==> src/rtl/sgdmac_engine.sv <==
// Scatter-gather DMA engine: walks a linked list of 4-word descriptors and
// copies each descriptor's payload one 32-bit word at a time.
module sgdmac_engine #(
    parameter int LEN_W      = 16,
    parameter int DESC_WORDS = 4
) (
    input  logic        clk,
    input  logic        rst_n,
    input  logic [31:0] start_pointer_i,
    input  logic        start_i,
    output logic        done_o,
    output logic        mem_req_o,
    output logic        mem_we_o,
    output logic [31:0] mem_addr_o,
    output logic [31:0] mem_wdata_o,
    input  logic        mem_gnt_i,
    input  logic        mem_rvalid_i,
    input  logic [31:0] mem_rdata_i
);

    localparam logic [2:0] S_IDLE  = 3'd0;
    localparam logic [2:0] S_DREQ  = 3'd1;
    localparam logic [2:0] S_DWAIT = 3'd2;
    localparam logic [2:0] S_RREQ  = 3'd3;
    localparam logic [2:0] S_RWAIT = 3'd4;
    localparam logic [2:0] S_WREQ  = 3'd5;
    localparam logic [2:0] S_NEXT  = 3'd6;

    localparam logic [1:0]       LAST_IDX = 2'(DESC_WORDS - 1);
    localparam logic [LEN_W-1:0] WORD_LEN = LEN_W'(4);

    logic [2:0]       state_q, state_d;
    logic [31:0]      desc_ptr_q, desc_ptr_d;
    logic [1:0]       idx_q, idx_d;
    logic [31:0]      src_q, src_d;
    logic [31:0]      dst_q, dst_d;
    logic [LEN_W-1:0] len_q, len_d;
    logic [29:0]      next_addr_q, next_addr_d;
    logic             last_q, last_d;
    logic [31:0]      buf_q, buf_d;

    assign done_o = (state_q == S_IDLE);

    // Request outputs are pure functions of registered state, so they stay
    // stable for as long as the FSM waits for a grant.
    always_comb begin
        mem_req_o   = 1'b0;
        mem_we_o    = 1'b0;
        mem_addr_o  = '0;
        mem_wdata_o = '0;
        case (state_q)
            S_DREQ: begin
                mem_req_o  = 1'b1;
                mem_addr_o = desc_ptr_q + {28'd0, idx_q, 2'b00};
            end
            S_RREQ: begin
                mem_req_o  = 1'b1;
                mem_addr_o = src_q;
            end
            S_WREQ: begin
                mem_req_o   = 1'b1;
                mem_we_o    = 1'b1;
                mem_addr_o  = dst_q;
                mem_wdata_o = buf_q;
            end
            default: ;
        endcase
    end

    always_comb begin
        state_d     = state_q;
        desc_ptr_d  = desc_ptr_q;
        idx_d       = idx_q;
        src_d       = src_q;
        dst_d       = dst_q;
        len_d       = len_q;
        next_addr_d = next_addr_q;
        last_d      = last_q;
        buf_d       = buf_q;
        case (state_q)
            S_IDLE: begin
                if (start_i) begin
                    desc_ptr_d = start_pointer_i;
                    idx_d      = 2'd0;
                    state_d    = S_DREQ;
                end
            end
            S_DREQ: begin
                if (mem_gnt_i) state_d = S_DWAIT;
            end
            S_DWAIT: begin
                if (mem_rvalid_i) begin
                    case (idx_q)
                        2'd0:    src_d = mem_rdata_i;
                        2'd1:    dst_d = mem_rdata_i;
                        2'd2:    len_d = {mem_rdata_i[LEN_W-1:2], 2'b00};
                        default: begin
                            next_addr_d = mem_rdata_i[31:2];
                            last_d      = mem_rdata_i[0];
                        end
                    endcase
                    if (idx_q != LAST_IDX) begin
                        idx_d   = idx_q + 2'd1;
                        state_d = S_DREQ;
                    end else begin
                        // len was captured at idx 2, so it is already valid here
                        state_d = (len_q != '0) ? S_RREQ : S_NEXT;
                    end
                end
            end
            S_RREQ: begin
                if (mem_gnt_i) state_d = S_RWAIT;
            end
            S_RWAIT: begin
                if (mem_rvalid_i) begin
                    buf_d   = mem_rdata_i;
                    state_d = S_WREQ;
                end
            end
            S_WREQ: begin
                if (mem_gnt_i) begin
                    src_d   = src_q + 32'd4;
                    dst_d   = dst_q + 32'd4;
                    len_d   = len_q - WORD_LEN;
                    state_d = (len_q != WORD_LEN) ? S_RREQ : S_NEXT;
                end
            end
            S_NEXT: begin
                if (last_q) begin
                    state_d = S_IDLE;
                end else begin
                    desc_ptr_d = {next_addr_q, 2'b00};
                    idx_d      = 2'd0;
                    state_d    = S_DREQ;
                end
            end
            default: state_d = S_IDLE;
        endcase
    end

    always_ff @(posedge clk or negedge rst_n) begin
        if (!rst_n) begin
            state_q     <= S_IDLE;
            desc_ptr_q  <= '0;
            idx_q       <= '0;
            src_q       <= '0;
            dst_q       <= '0;
            len_q       <= '0;
            next_addr_q <= '0;
            last_q      <= 1'b0;
            buf_q       <= '0;
        end else begin
            state_q     <= state_d;
            desc_ptr_q  <= desc_ptr_d;
            idx_q       <= idx_d;
            src_q       <= src_d;
            dst_q       <= dst_d;
            len_q       <= len_d;
            next_addr_q <= next_addr_d;
            last_q      <= last_d;
            buf_q       <= buf_d;
        end
    end

endmodule

==> config.mk <==
export PLATFORM = sky130hd
export DESIGN_NAME = sgdmac_engine
export DESIGN_NICKNAME = d
export VERILOG_FILES = /design/src/rtl/sgdmac_engine.sv
export SDC_FILE = /design/constraint.sdc
export NUM_CORES = 1
export LEC_CHECK = 0
export ABC_AREA = 0
export BUFFER_PORTS_ARGS = -buffer_cell sky130_fd_sc_hd__buf_4
export CORE_MARGIN = 2
export CORE_UTILIZATION = 60
export DETAILED_ROUTE_END_ITERATION = 16
export PLACE_DENSITY = 0.82
export REMOVE_ABC_BUFFERS = 1
export SYNTH_ARGS = -nofsm -noshare
export SYNTH_HDL_FRONTEND = slang
export SYNTH_SLANG_ARGS = --single-unit
==> constraint.sdc <==
create_clock -name clk -period 4 [get_ports clk]
set_input_delay 0.8 -clock clk [delete_from_list [all_inputs] [get_ports clk]]
set_output_delay 0.8 -clock clk [all_outputs]
set_load 0.01 [all_outputs]
After elaboration in Yosys (flattened, before gate mapping)
Cells that the tools add are included.

operators by class
  add/sub/neg operators = 5
  multiply operators = 0
  div/mod/pow operators = 0
  $lt $le $gt $ge = 0
  eq/ne operators = 21
  shift-type cells = 0
  mux-type cells = 35
  bitwise logic cells = 1
  reductions and logical operators = 16

operators with widths
  operator                 count
  $mux W32                 9
  $pmux W32 S2             3
  $pmux W32 S3             1
  $add A32 B3 Y32 const B  2
  $mux W16                 3
  $add A32 B4 Y32          1
  $pmux W16 S2             1
  $mux W3                  9
  $pmux W3 S7              1
  $ne A2 B2 Y1 const B     9
  $ne A16 B3 Y1 const B    1
  $reduce_bool A16 Y1      1
  $sub A16 B3 Y16 const B  1
  $reduce_and A4 Y1        3
  $eq A3 B3 Y1 const B     3
  $mux W2                  4
  $eq A3 B2 Y1 const B     2
  $ne A2 B1 Y1 const B     3
  $pmux W2 S3              1
  $reduce_and A3 Y1        2
  $reduce_and A6 Y1        1
  $reduce_or A3 Y1         2
  $reduce_and A5 Y1        1
  $reduce_bool A2 Y1       2
  other kinds (10)         12

storage, ports and cells
  register bits = 180
  bits in latches = 0
  bits in writable memories = 0
  bits in read-only memories = 0
  input port bits = 69
  word-level logic and storage cells = 87
  memories = 0

Logic depth before layout (Yosys ltp)
Gate-level depths: netlist (run 1).

  depth in word-level cells = 5
  mapped depth = 8
  gate-level depth less buffers = 7

Least setup slack after synthesis (run 1)
Ideal clock, no wire load.

  path kind = flip-flop to output port
  from = register idx_q[1]
  to = output mem_addr_o[31]
  arrival time = 1.851 ns
  setup slack = 1.349 ns
  stages on the path, launching flop included = 7
  path buffers = 0
  path through = dfrtp_1 ha_1 a21oi_1 nor4_4 nand4_1 xor2_1 o21ai_0

on the way
  longest elaborated chain between the ends = 2

RTL lines
  element                   RTL line  RTL
  start: declaration        34        logic [1:0] idx_q, idx_d;
  start signal: assignment  155       idx_q <= idx_d;
  $add A32 B4 Y32           54        mem_addr_o = desc_ptr_q + {28'd0, idx_q, 2'b00};
  $pmux W32 S3              51        case (state_q)
  end: declaration          14        output logic [31:0] mem_addr_o,

No other way between the ends.

Final worst setup path (run 1)
Ends and elaborated chain as after synthesis.

==> impl_metrics.py, run 1 <==
metrics = {
    "power_and_ir_drop": {
        "power.net_switching_mw": 3.76,
        "combinationalPowerShare_pct": 41.3,
        "power.density_mw_per_mm2": 736,
        "sequentialPowerShare_pct": 39.5,
        "peakVddDrop_v": 0.000437,
        "p_int_mw": 5.25,
        "clockPowerShare_pct": 19.2,
        "p_sw_share_pct": 41.7,
        "total_power_mw": 9.01,
        "leakage_nw": 5.50,
    },
    "sta": {
        "finalHoldViolCount": 0,
        "hold_ws_ns": 0.410,
        "relSlewSlack_pct": 31.0,
        "finalSetupViolCount": 0,
        "rsz0062_at_grt": "false",
        "setup_tns_ns": 0,
        "finClkSkew_ns": 0.0171,
        "tightest_slew_ns": 1.04,
        "setup_slack_ns": 0.283,
        "drv_slew": 0,
        "fmax_mhz": 269,
        "min_period_ns": 3.72,
        "fin_crit_sh_pct": 92.9,
    },
    "critical_path": {
        "path_cells": "ha_1, a21oi_1, nor4_4, nand4_1, xor2_1, o21ai_0, buf_4",
        "slowest_stage": "nor4_4",
        "cp-start-kind": "flip-flop",
        "crit_required_ns": 3.20,
        "worstSetupPathType": "reg2out",
        "cp.buffers_inverters": 1,
        "critPathMaxFanout": 8,
        "cp-end-kind": "primary output",
        "critPathTopFamily": "simple AND/OR/NAND/NOR gates",
        "cpPeakStageDelay_ns": 0.73,
        "crit_arrival_ns": 2.92,
    },
    "place": {
        "place_congestion": 0.964,
        "dp.final_hpwl_mm": 20.3,
        "dp_slack_ns": 0.820,
        "place_inst": 1423,
        "portBuffers": 135,
    },
    "drt": {
        "drtIter0Drc": 1096,
        "first_pass_iters": 6,
        "drtAntennaViolNets": 0,
        "routedWlPerCell_um": 20.8,
        "wl_mm": 30.3,
        "drc": 0,
        "via_per_inst": 6.58,
        "vias": 9567,
    },
    "synth": {
        "ys_seq_area_share_pct": 42.7,
        "synth_edf_count": 0,
        "syn_inst": 1112,
        "synth_top_area_share_pct": 42.7,
        "syn_area_mm2": 0.0104,
        "synth-main-ff-cell": "dfrtp_1",
        "post-synth-top-area-cell": "dfrtp_1",
        "synth_area_leaders": "dfrtp_1 (43%), mux2_2 (7.0%), a21oi_1 (4.5%)",
        "synth_warnings": 0,
        "yosys.cell_types.count": 79,
        "synth_area_per_cell_um2": 9.39,
        "ys_seq_elements": 178,
        "synthArstFlopShare_pct": 100,
    },
    "min_path": {
        "hold_class": "in2async",
    },
    "die": {
        "pin_count": 136,
        "rows": 48,
        "die_h_um": 136,
        "initial_core_util_pct": 60.8,
        "dieArea_mm2": 0.0185,
        "die_x_um": 136,
        "core_mm2": 0.0172,
    },
    "clock_tree": {
        "cts_setup_buffers": 0,
        "numCtsBuffers": 17,
        "cts_sinks": 178,
        "cts_buffer_depth": 2,
        "cts_resized": 0,
        "cts.clk_slew.worst_paths_ns": 0.07,
        "cts_tree": "built",
        "cts_root_buf": "clkbuf_16",
        "holdBufCountCts": 0,
        "htreeDepth": 4,
        "clock_latency_ns": 0.45,
    },
    "finish": {
        "drive_gt1_share_pct": 23.3,
        "fillers": 1295,
        "n_antenna_cell": 0,
        "stdcell_count": 1455,
        "final_common_cell": "dfrtp_1",
        "nNetsFinal": 1299,
        "area_growth_pct": 17.2,
        "final_cell_mix": "dfrtp_1 (178), buf_4 (153), nor2_1 (105)",
    },
    "global_route": {
        "grt_max_degree": 84,
        "antenna_found_initial": 0,
        "grt_overflow": 0,
        "grt_pass1_wl_mm": 48.6,
        "grt_pass1_vias": 9214,
        "grtUsageTotal_pct": 33.7,
    },
    "flow_run": {
        "maxCapViolCount": 0,
    },
    "run_status": {
        "status": "finished, final reports clean",
    },
}
kinds of logic (layout without fill, tap and decap cells):
kind of cell	count (synthesis)	in the layout	synth area share, %
AND/OR/NAND/NOR	393	393	19.9
AO/OA/AOI/OAI	306	306	18.8
flip-flops	178	178	42.7
multiplexers	104	104	10.8
buffers and inverters	90	208	3.89
XOR/XNOR	28	28	2.35
adder cells (fa/ha/maj)	13	13	1.63
worst reg2reg max path, stage by stage, from the launching register on:
cell	delay (ns)
dfrtp_1	0.64
nand3b_2	0.38
buf_4	0.38
nor4_1	0.65
nand4_1	0.24
mux2i_1	0.20
nand3_1	0.09
synthesized netlist by cell type, types with 4 or more instances:
cell type	count
dfrtp_1	178
nor2_1	105
a21oi_1	94
nand2_1	72
o21ai_0	66
mux2_2	65
nand3_1	54
and2_1	47
mux2i_1	38
clkbuf_1	35
o22a_1	32
nand4_1	26
buf_2	25
a22oi_1	24
a31oi_1	20
xor2_1	18
inv_1	17
and3_1	16
nor3_1	15
a41oi_1	12
ha_1	12
xnor2_1	10
and4_1	7
nor4_1	7
o21ai_1	7
o22ai_1	6
a22o_1	5
nor2b_1	5
nor3_2	5
a211oi_1	4
nand3b_1	4
nor2_2	4
o21a_1	4
o32ai_1	4
final cells by class:
class | instances | area [µm²] | area share [%]
repair buffers | 158 | 1240 | 10.1
multi-input cells | 844 | 5590 | 45.7
inverters | 18 | 70.1 | 0.572
flip-flops and latches | 178 | 4450 | 36.4
well taps | 225 | 282 | 2.30
clock buffers | 22 | 474 | 3.87
clock inverters | 10 | 125 | 1.02
through the flow:
step	utilization, %	area (µm²)
4_1_cts	71.3	12200
3_3_place_gp	67.8	11600
2_1_floorplan	-	10100
3_5_place_dp	67.8	11600
5_1_grt	71.3	12200
6_report	71.3	12200
final timing paths:
path,startpoint,cells past startpoint,to,slack [ns]
worst max-delay path,idx_q[1]$_DFFE_PN0P_,7,mem_addr_o[31],0.28
worst min-delay path,rst_n,1,buf_q[11]$_DFFE_PN0P_,0.41
worst max register to register,state_q[1]$_DFFE_PN0P_,6,dst_q[27]$_DFFE_PN0P_,1.32
worst min register to register,src_q[0]$_DFFE_PN0P_,2,src_q[0]$_DFFE_PN0P_,0.48
max in group asynchronous,rst_n,2,dst_q[11]$_DFFE_PN0P_,2.68
min in group clk,src_q[0]$_DFFE_PN0P_,2,src_q[0]$_DFFE_PN0P_,0.48
flip-flops by register name, indices dropped and copies added, names as in the netlist:
| register | cells |
|---|---|
| buf_q | 32 |
| last_q | 1 |
| src_q | 32 |
| len_q | 14 |
| dst_q | 32 |
| idx_q | 2 |
| state_q | 3 |
| desc_ptr_q | 32 |
| next_addr_q | 30 |
power by group through the flow:
stage          clock, mW  combinational, mW  sequential [mW]
6_report            1.73               3.72             3.56
2_1_floorplan          0               2.37             3.28
4_1_cts             1.73               3.68             3.52
3_3_place_gp           0               3.53             3.49
3_5_place_dp           0               3.64             3.53
5_1_grt             1.81               4.06             3.67
metal layers:
metal  routed length, µm  share of wire, %  global-route usage [%]
met5                   0                 0                       0
met4                 849               2.8                    12.6
met3                2710               9.0                    5.78
met2               14200                47                    52.9
met1               12500                41                    47.0
Note: power is estimated with default switching activity, not from simulation.
==> run 2, diff against run 1 <==
--- a/config.mk
+++ b/config.mk
@@ -5,13 +5,13 @@
 export SDC_FILE = /design/constraint.sdc
 export NUM_CORES = 1
 export LEC_CHECK = 0
-export ABC_AREA = 0
+export ABC_AREA = 1
 export BUFFER_PORTS_ARGS = -buffer_cell sky130_fd_sc_hd__buf_4
 export CORE_MARGIN = 2
 export CORE_UTILIZATION = 60
 export DETAILED_ROUTE_END_ITERATION = 16
 export PLACE_DENSITY = 0.82
-export REMOVE_ABC_BUFFERS = 1
 export SYNTH_ARGS = -nofsm -noshare
 export SYNTH_HDL_FRONTEND = slang
 export SYNTH_SLANG_ARGS = --single-unit
+export TNS_END_PERCENT = 1
==> run 2 against run 1 <==
Critical path depth is 3 higher. Global-route usage is 3.4 points higher. Utilization is 0.69 points lower. Fmax is 8.5% higher. Flip-flop and latch count stayed put. Die area is 8.8% higher. Critical path type unchanged. Combinational power is 4% higher. Count of clock-buffer cells in the layout is 5 lower. Clock power hardly changed. Sequential share of layout area is 2.5 points lower. Cell count is 42% higher.
==> impl_metrics.py, run 2 <==
metrics = {
    "run_status": {
        "status": "finished, final reports clean",
    },
    "finish": {
        "nNetsFinal": 1904,
        "n_antenna_cell": 0,
        "area_growth_pct": 15.5,
        "final_common_cell": "nand2_1",
        "final_cell_mix": "nand2_1 (482), nor2_1 (238), inv_1 (219)",
        "drive_gt1_share_pct": 12.6,
    },
    "clock_tree": {
        "clock_latency_ns": 0.45,
        "cts_root_buf": "clkbuf_16",
        "htreeDepth": 4,
        "cts.clk_slew.worst_paths_ns": 0.08,
        "cts_sinks": 178,
        "cts_setup_buffers": 0,
        "holdBufCountCts": 0,
        "cts_resized": 0,
        "cts_buffer_depth": 2,
        "numCtsBuffers": 17,
        "cts_tree": "built",
    },
    "critical_path": {
        "critPathMaxFanout": 6,
        "reg2regPathDepth": 9,
        "crit_path_start": "idx_q[0]$_DFFE_PN0P_",
        "rr_startpoint": "state_q[2]$_DFFE_PN0P_",
        "rr_endpoint": "src_q[21]$_DFFE_PN0P_",
        "crit_arrival_ns": 2.63,
        "cp-start-kind": "flip-flop",
        "crit_required_ns": 3.20,
        "cp-end-kind": "primary output",
        "worstSetupPathType": "reg2out",
        "crit_end": "mem_addr_o[20]",
        "rrSetupSlack_ns": 1.32,
    },
    "die": {
        "dieArea_mm2": 0.0201,
        "core_mm2": 0.0186,
        "die_x_um": 142,
        "initial_core_util_pct": 61.1,
        "pin_count": 136,
        "die_h_um": 142,
        "rows": 50,
    },
    "sta": {
        "finalSetupViolCount": 0,
        "fin_crit_sh_pct": 85.6,
        "drv_slew": 0,
        "setup_tns_ns": 0,
        "min_period_ns": 3.43,
        "rsz0062_at_grt": "false",
        "tightest_slew_ns": 1.15,
        "finClkSkew_ns": 0.00945,
        "relSlewSlack_pct": 23.3,
        "fmax_mhz": 292,
        "finalHoldViolCount": 0,
    },
    "drt": {
        "wl_mm": 36.9,
        "drc": 0,
        "via_per_inst": 5.79,
        "drtAntennaViolNets": 0,
        "vias": 12000,
        "first_pass_iters": 9,
        "routedWlPerCell_um": 17.8,
        "drtIter0Drc": 1566,
    },
    "global_route": {
        "grt_pass1_vias": 10800,
        "antenna_found_initial": 0,
        "grt_overflow": 0,
        "grtUsageTotal_pct": 37.1,
        "grt_max_degree": 83,
        "grt_pass1_wl_mm": 57.8,
    },
    "power_and_ir_drop": {
        "power.density_mw_per_mm2": 684,
        "total_power_mw": 8.99,
        "peakVddDrop_v": 0.000359,
        "leakage_nw": 6.49,
    },
    "synth": {
        "synth_compound_area_share_pct": 15.1,
        "syn_area_mm2": 0.0114,
        "synth_area_leaders": "dfrtp_1 (39%), nand2_1 (16%), nor2_1 (7.9%)",
        "post-synth-top-area-cell": "dfrtp_1",
        "synth_edf_count": 0,
        "synth_xor_area_share_pct": 0.923,
        "synth-main-ff-cell": "dfrtp_1",
        "synth_top_family_by_area": "simple AND/OR/NAND/NOR gates",
        "muxShareOfSynthArea_pct": 0,
        "synthesis.nets": 1799,
        "ys_seq_area_share_pct": 39.1,
        "syn_inst": 1717,
        "synth_area_per_cell_um2": 6.63,
        "yosys.area_share.adder_pct": 1.49,
        "yosys.area_share.simple_pct": 33.5,
        "ys_seq_elements": 178,
        "post-synth-top-count-cell": "nand2_1",
        "synth_top_area_share_pct": 39.1,
        "synth_common_cells": "nand2_1 (483), nor2_1 (239), inv_1 (219), dfrtp_1 (178), o21ai_0 (164)",
        "synth_warnings": 0,
        "synthArstFlopShare_pct": 100,
        "yosys.cell_types.count": 37,
    },
    "place": {
        "dp.final_hpwl_mm": 27.0,
        "portBuffers": 135,
        "place_congestion": 0.967,
    },
    "min_path": {
        "hold_class": "in2async",
    },
    "flow_run": {
        "maxCapViolCount": 0,
    },
}
## run 2: cell count changes after synthesis, sizes merged, moves of 47 or more
cell   change
o21ai    +113
a21oi     -52
mux2      -66
nor2     +137
nand3     +63
inv      +208
and2      -47
nand2    +414
## run 2: cell families (layout without fill, tap and decap cells)
logic type / Yosys count / after routing
and+or+nand+nor: 918 / 918
buffers and inverters: 288 / 406
DFF: 178 / 178
adders and majority gates: 13 / 13
AOI/OAI and AO/OA: 308 / 308
xor gates and xnor gates: 12 / 12
## run 2: stage by stage
stage	hold WS [ns]	cell area, µm²	util [%]	cells	setup WS [ns]
after floorplan	0.453	11400	-	1717	1.56
after global placement	0.465	12500	67.3	2037	1.21
after detailed placement	0.472	12500	67.3	2037	1.08
after CTS	0.390	13200	70.6	2069	0.597
after global routing	0.405	13200	70.6	2069	0.372
final	0.347	13200	70.6	2069	0.574
## run 2: power by group
part / switching, mW / leakage (nW) / internal (mW)
clock network: 0.861 / 0.299 / 0.902
registers: 0.816 / 2.21 / 2.54
logic: 2.51 / 3.98 / 1.36
## run 2: routing by layer
metal	GRT usage (%)	vias to the layer above	part of all wire, %	wire, µm
met1	54.5	5620	44	16200
met3	6.34	80	9.3	3420
li1	-	5696	-	-
met5	0	-	0	0
met4	11.8	0	3.1	1140
met2	56.2	585	44	16200
## run 2: worst min-delay path by stage
stage                                startpoint               endpoint  slack, ns  depth (start not counted)
final                                     rst_n   buf_q[6]$_DFFE_PN0P_       0.35                          1
after global routing                      rst_n   buf_q[3]$_DFFE_PN0P_       0.40                          1
after CTS                                 rst_n   buf_q[5]$_DFFE_PN0P_       0.39                          1
after detailed placement  buf_q[15]$_DFFE_PN0P_  buf_q[15]$_DFFE_PN0P_       0.47                          2
after global placement    buf_q[15]$_DFFE_PN0P_  buf_q[15]$_DFFE_PN0P_       0.46                          2
after floorplan            buf_q[0]$_DFFE_PN0P_   buf_q[0]$_DFFE_PN0P_       0.45                          2
## run 2: final cells by class
type,count,area [µm²]
repair buffers,148,1130
well taps,234,293
fillers,1637,5490
clock inverters,15,190
flip-flops and latches,178,4450
multi-input cells,1251,5820
clock buffers,17,425
inverters,226,848
## run 2: worst max-delay path: stages (launching register included)
cell     delay [ns]
dfrtp_1        0.46
ha_1           0.24
fa_1           0.23
nand3_1        0.13
nor2_1         0.27
nand2_1        0.13
nor2_1         0.21
nand3_1        0.10
nand3_1        0.13
nand3_1        0.12
buf_4          0.16
